`src/rtl/hazard_ctrl.sv`:
```
// rtl/hazard_ctrl.sv - hazard detection, stall/flush control and shadow pipeline tracking
// Tracks ID/EX, EX/LS and LS/WB occupancy and resolves load-use, branch and memory-stall hazards.
module hazard_ctrl (
    input  logic       clk,
    input  logic       rst,
    input  logic       ifidValid,
    input  logic [4:0] ifidRs1,
    input  logic [4:0] ifidRs2,
    input  logic       ifidRs1able,
    input  logic       ifidRs2able,
    input  logic [4:0] ifidRd,
    input  logic       ifidwreg,
    input  logic       ifidload,
    input  logic       ifidmem,
    input  logic       exBranchTaken,
    input  logic       memDone,
    output logic       stallIF,
    output logic       stallID,
    output logic       flushIFID,
    output logic       loadused,
    output logic [4:0] idexRs1,
    output logic [4:0] idexRs2,
    output logic       idexRs1able,
    output logic       idexRs2able,
    output logic [4:0] exlsRd,
    output logic       exlswreg,
    output logic [4:0] lswbRd,
    output logic       lswbwreg,
    output logic       memTimeout
);

    typedef struct packed {
        logic       valid;
        logic [4:0] rs1;
        logic [4:0] rs2;
        logic       rs1able;
        logic       rs2able;
        logic [4:0] rd;
        logic       wreg;
        logic       load;
        logic       mem;
    } idex_t;

    // Later stages keep only the fields that something downstream still observes.
    typedef struct packed {
        logic       valid;
        logic [4:0] rd;
        logic       wreg;
        logic       mem;
    } exls_t;

    typedef struct packed {
        logic       valid;
        logic [4:0] rd;
        logic       wreg;
    } lswb_t;

    typedef enum logic [1:0] {
        ADV_NORMAL,
        ADV_LOAD_USE,
        ADV_BRANCH,
        ADV_MEM_HOLD
    } adv_e;

    idex_t      idex_q, idex_d;
    exls_t      exls_q, exls_d;
    lswb_t      lswb_q, lswb_d;
    logic [7:0] wdog_q, wdog_d;
    logic       timeout_q, timeout_d;

    logic       ls_stall;
    logic       rs1_hit;
    logic       rs2_hit;
    logic       load_hazard;
    logic       load_use;
    adv_e       action;

    always_comb begin
        ls_stall    = exls_q.valid & exls_q.mem & ~memDone;
        rs1_hit     = (idex_q.rd == ifidRs1) & ifidRs1able;
        rs2_hit     = (idex_q.rd == ifidRs2) & ifidRs2able;
        load_hazard = ifidValid & idex_q.valid & idex_q.load & idex_q.wreg
                    & (idex_q.rd != 5'd0) & (rs1_hit | rs2_hit);
        load_use    = load_hazard & ~ls_stall & ~exBranchTaken;

        if (ls_stall) begin
            action = ADV_MEM_HOLD;
        end else if (exBranchTaken) begin
            action = ADV_BRANCH;
        end else if (load_use) begin
            action = ADV_LOAD_USE;
        end else begin
            action = ADV_NORMAL;
        end
    end

    always_comb begin
        idex_d = idex_q;
        exls_d = exls_q;
        lswb_d = lswb_q;

        case (action)
            ADV_MEM_HOLD: begin
                lswb_d = '0;
            end
            ADV_BRANCH, ADV_LOAD_USE: begin
                idex_d = '0;
                exls_d = '{valid: idex_q.valid, rd: idex_q.rd, wreg: idex_q.wreg, mem: idex_q.mem};
                lswb_d = '{valid: exls_q.valid, rd: exls_q.rd, wreg: exls_q.wreg};
            end
            default: begin
                idex_d = '{valid:   ifidValid,
                           rs1:     ifidRs1,
                           rs2:     ifidRs2,
                           rs1able: ifidRs1able,
                           rs2able: ifidRs2able,
                           rd:      ifidRd,
                           wreg:    ifidwreg,
                           load:    ifidload,
                           mem:     ifidmem};
                exls_d = '{valid: idex_q.valid, rd: idex_q.rd, wreg: idex_q.wreg, mem: idex_q.mem};
                lswb_d = '{valid: exls_q.valid, rd: exls_q.rd, wreg: exls_q.wreg};
            end
        endcase
    end

    // Watchdog counts consecutive LS-stall cycles; the timeout flag is sticky.
    always_comb begin
        wdog_d = 8'd0;
        if (ls_stall) begin
            wdog_d = (wdog_q == 8'hFF) ? 8'hFF : wdog_q + 8'd1;
        end
        timeout_d = timeout_q | (wdog_d == 8'hFF);
    end

    always_ff @(posedge clk) begin
        if (rst) begin
            idex_q    <= '0;
            exls_q    <= '0;
            lswb_q    <= '0;
            wdog_q    <= 8'd0;
            timeout_q <= 1'b0;
        end else begin
            idex_q    <= idex_d;
            exls_q    <= exls_d;
            lswb_q    <= lswb_d;
            wdog_q    <= wdog_d;
            timeout_q <= timeout_d;
        end
    end

    // Every output is forced low while reset is held, including the combinational controls.
    logic idex_live;
    logic exls_live;
    logic lswb_live;

    always_comb begin
        idex_live   = ~rst & idex_q.valid;
        exls_live   = ~rst & exls_q.valid;
        lswb_live   = ~rst & lswb_q.valid;

        stallIF     = ~rst & (ls_stall | load_use);
        stallID     = ~rst & (ls_stall | load_use);
        flushIFID   = ~rst & ~ls_stall & exBranchTaken;
        loadused    = ~rst & load_use;

        idexRs1     = idex_live ? idex_q.rs1 : 5'd0;
        idexRs2     = idex_live ? idex_q.rs2 : 5'd0;
        idexRs1able = idex_live & idex_q.rs1able;
        idexRs2able = idex_live & idex_q.rs2able;
        exlsRd      = exls_live ? exls_q.rd : 5'd0;
        exlswreg    = exls_live & exls_q.wreg;
        lswbRd      = lswb_live ? lswb_q.rd : 5'd0;
        lswbwreg    = lswb_live & lswb_q.wreg;
        memTimeout  = ~rst & timeout_q;
    end

endmodule

```
`config.mk`:
```
export PLATFORM = sky130hd
export DESIGN_NAME = hazard_ctrl
export DESIGN_NICKNAME = d
export VERILOG_FILES = /design/src/rtl/hazard_ctrl.sv
export SDC_FILE = /design/constraint.sdc
export NUM_CORES = 1
export LEC_CHECK = 0
export ABC_CLOCK_PERIOD_IN_PS = 3000
export CORE_ASPECT_RATIO = 1.75
export CORE_MARGIN = 8
export CORE_UTILIZATION = 48
export DETAILED_ROUTE_END_ITERATION = 10
export GPL_TIMING_DRIVEN = 0
export PLACE_DENSITY = 0.79
export SLEW_MARGIN = 10
export SYNTH_ARGS = -nofsm -noshare
export SYNTH_HDL_FRONTEND = slang
export SYNTH_SLANG_ARGS = --single-unit
```
`constraint.sdc`:
```
create_clock -name clk -period 3 [get_ports clk]
set_input_delay 0.3 -clock clk [delete_from_list [all_inputs] [get_ports clk]]
set_output_delay 0.3 -clock clk [all_outputs]
set_load 0.1 [all_outputs]
```
==> out/qor.txt <==
Num CTS Buffers: 5
Total GRT Usage: 0.149
Sw Share: 0.253
Period minus WS final: 2920 ps
Post-synth EDFFs: 0
synthesis warning total: 0
Clock Tree Root: clkbuf_8
Std-Cell Rows: 31
DRC violations left: 0
total gr overflow: 0
Die ar.: 6680 sq um
critical path class: in -> out
clk_lat worst skew: 300 ps
max-slew violations: 0
Seq/Total Area, Yosys: 0.441
fin nets: 315
Yosys top cell area share: 0.441
post-layout util: 0.656
antenna violations before repair: 0
post-cts gate resize count: 19
Synth area leader: dfxtp_1
Vias: 1761
WL/cell: 14.5 microns
status: finished clean
# hold bufs at CTS: 0
diode count: 0
Setup Fix Bufs, Post-CTS: 0
endpoints failing setup: 0
startpoint types: input port
combinational share of power: 0.100
asr flop ratio synth: 0
RePlAce Congestion: 0.857
vias in the first global route: 1811
peak supply drop: 0.388 mV
largest net degree at the start of global routing: 17
port bufs: 53
CP required: 2700 ps
Final Cycle Share: 0.975
RSZ-0062 raised after global routing: no
WP data arrival: 2620 ps
Synthesized Nets: 255
worst-margin pin slew: 973 ps
Leakage: 1.19 nW
die width: 65.3 microns
Post-Synthesis Cells: 228
DP Wirelength: 3.92 mm
layout cells sized above 1: 0.114
final antenna-violating net count: 0
TritonCTS clock tree: done
Layout area overhead: 32.1%
Max clock buf depth: 2
net switching power: 0.000283 W
Avg Vias per Cell: 5.21
Sequential Power Share: 0.557
critical path peak fanout: 3
Top FF cell, synth: dfxtp_1
setup TNS: 0 ps
Initial Utilization: 0.496
Rel. slew slack: 0.350
Yosys reg bits: 45
first-pass GRT wire length: 7.98 mm
Total Routed Length: 4.90 mm
TritonRoute pass-1 iters: 4
die height: 102 microns
max cap viols: 0
Worst Setup End Kind: primary output
Worst-path clk slew: 90 ps
Yosys cell types: 40
H-Tree Depth: 2
io pins: 54
Final Hold Vio Count: 0
clk_skew: 8.97 ps
syn_area_per_cell: 8.95 sq um
Clk pwr share: 0.342
core area: 4110 sq um
Post-Syn Area: 2040 sq um
DR iter-0 viols: 51
f_max: 342 MHz
CTS Sinks: 45
top cells by area, synth: dfxtp_1 44%, and2_1 9.5%, nor2_1 6.8%, nor3b_1 4.8%, a21oi_1 4.4%
pwr dens: 416 nW/um^2
Min-Delay Path Class: reg -> reg
Pint: 0.000837 W
[cell usage in the layout (no fill, tap or decap), types with 2 or more instances in the layout]
| master | synthesis | layout |
|---|---|---|
| nor3b_1 | 13 | 13 |
| xor2_1 | 8 | 8 |
| nor2_1 | 37 | 37 |
| dfxtp_1 | 45 | 45 |
| nor2b_1 | 4 | 4 |
| and3_2 | 2 | 2 |
| clkbuf_2 | 0 | 10 |
| nand2b_1 | 3 | 3 |
| and2_1 | 31 | 31 |
| buf_2 | 4 | 4 |
| a22oi_1 | 8 | 8 |
| ha_1 | 2 | 2 |
| clkbuf_1 | 9 | 9 |
| clkbuf_8 | 0 | 5 |
| xnor2_1 | 4 | 4 |
| nand3_1 | 2 | 2 |
| a31oi_1 | 2 | 2 |
| clkdlybuf4s50_1 | 0 | 28 |
| nand4_1 | 2 | 2 |
| dlygate4sd2_1 | 0 | 8 |
| o21ai_0 | 2 | 2 |
| a21oi_1 | 18 | 18 |
| mux2i_1 | 9 | 9 |
| nor4_1 | 2 | 2 |
| dlymetal6s2s_1 | 0 | 6 |
[worst max-delay path, cell delays in order]
cell,delay (ps)
clkdlybuf4s50_1,440
xor2_1,170
nor4_1,280
a32oi_1,250
o31ai_4,240
buf_4,140
clkdlybuf4s15_1,810
[per-layer routing]
metal / routed length [microns] / vias to the layer above / global-route usage / share of wire
met5: 0 / - / 0 / 0
met2: 2740 / 50 / 0.292 / 0.56
li1: - / 894 / - / -
met4: 69 / 0 / 0.0524 / 0.014
met1: 1840 / 811 / 0.144 / 0.38
met3: 246 / 6 / 0.0340 / 0.050
[cell families (layout without fill, tap and decap cells)]
| kind of cell | Yosys count | count (layout) | synth area share |
|---|---|---|---|
| compound gates | 36 | 36 | 0.115 |
| simple gates | 109 | 109 | 0.304 |
| mux | 9 | 9 | 0.0441 |
| fa+ha+maj | 2 | 2 | 0.0123 |
| flops | 45 | 45 | 0.441 |
| xor+xnor | 12 | 12 | 0.0515 |
| buf+inv | 15 | 76 | 0.0319 |
[area by class of cell]
cell class / instances / area (sq um)
Fill cell: 343 / 1420
Multi-Input combinational cell: 168 / 1090
Sequential cell: 45 / 901
Timing Repair Buffer: 53 / 485
Clock buffer: 5 / 68.8
Buffer: 14 / 61.3
Tap cell: 49 / 61.3
Clock inverter: 3 / 25.0
Inverter: 1 / 3.75
[synthesized netlist by cell type (3+ instances only)]
| library cell | instances |
|---|---|
| and2_1 | 31 |
| nand2b_1 | 3 |
| nor2b_1 | 4 |
| clkbuf_1 | 9 |
| xnor2_1 | 4 |
| mux2i_1 | 9 |
| nor2_1 | 37 |
| dfxtp_1 | 45 |
| buf_2 | 4 |
| xor2_1 | 8 |
| a21oi_1 | 18 |
| nor3b_1 | 13 |
| a22oi_1 | 8 |
[final timing paths]
| kind | startpoint | to | slack [ps] | cells after the start |
|---|---|---|---|---|
| min reg2reg | timeout_q | timeout_q | 470 | 2 |
| min | timeout_q | timeout_q | 470 | 2 |
| max | ifidRs1[3] | stallIF | 80 | 7 |
| max reg2reg | idex_q[6] | idex_q[12] | 390 | 9 |
[power groups by stage]
| stage | Combinational, W | Clock [W] | Sequential (W) |
|---|---|---|---|
| finish | 0.000113 | 0.000383 | 0.000624 |
| global route | 0.000122 | 0.000416 | 0.000627 |
| CTS | 0.000114 | 0.000389 | 0.000624 |
| detailed placement | 0.000114 | 0 | 0.000639 |
| global placement | 0.000112 | 0 | 0.000638 |
| floorplan | 0.0000631 | 0 | 0.000635 |
[registers in the layout (all words and copies together) (netlist names)]
register   cells
exls_q         8
idex_q        21
lswb_q         7
wdog_q         8
timeout_q      1
[per-stage QoR]
| step | cells | cell area, sq um | setup WS (ps) | hold WS [ps] | power (W) |
|---|---|---|---|---|---|
| floorplan | 228 | 2050 | 426 | 431 | 0.000698 |
| global placement | 330 | 2650 | -244 | 459 | 0.000750 |
| detailed placement | 330 | 2650 | -248 | 454 | 0.000752 |
| CTS | 338 | 2720 | 34.9 | 480 | 0.00113 |
| global route | 338 | 2700 | 17.4 | 506 | 0.00117 |
| finish | 338 | 2700 | 75.6 | 474 | 0.00112 |
No activity file was read; power rests on OpenSTA's default activity.
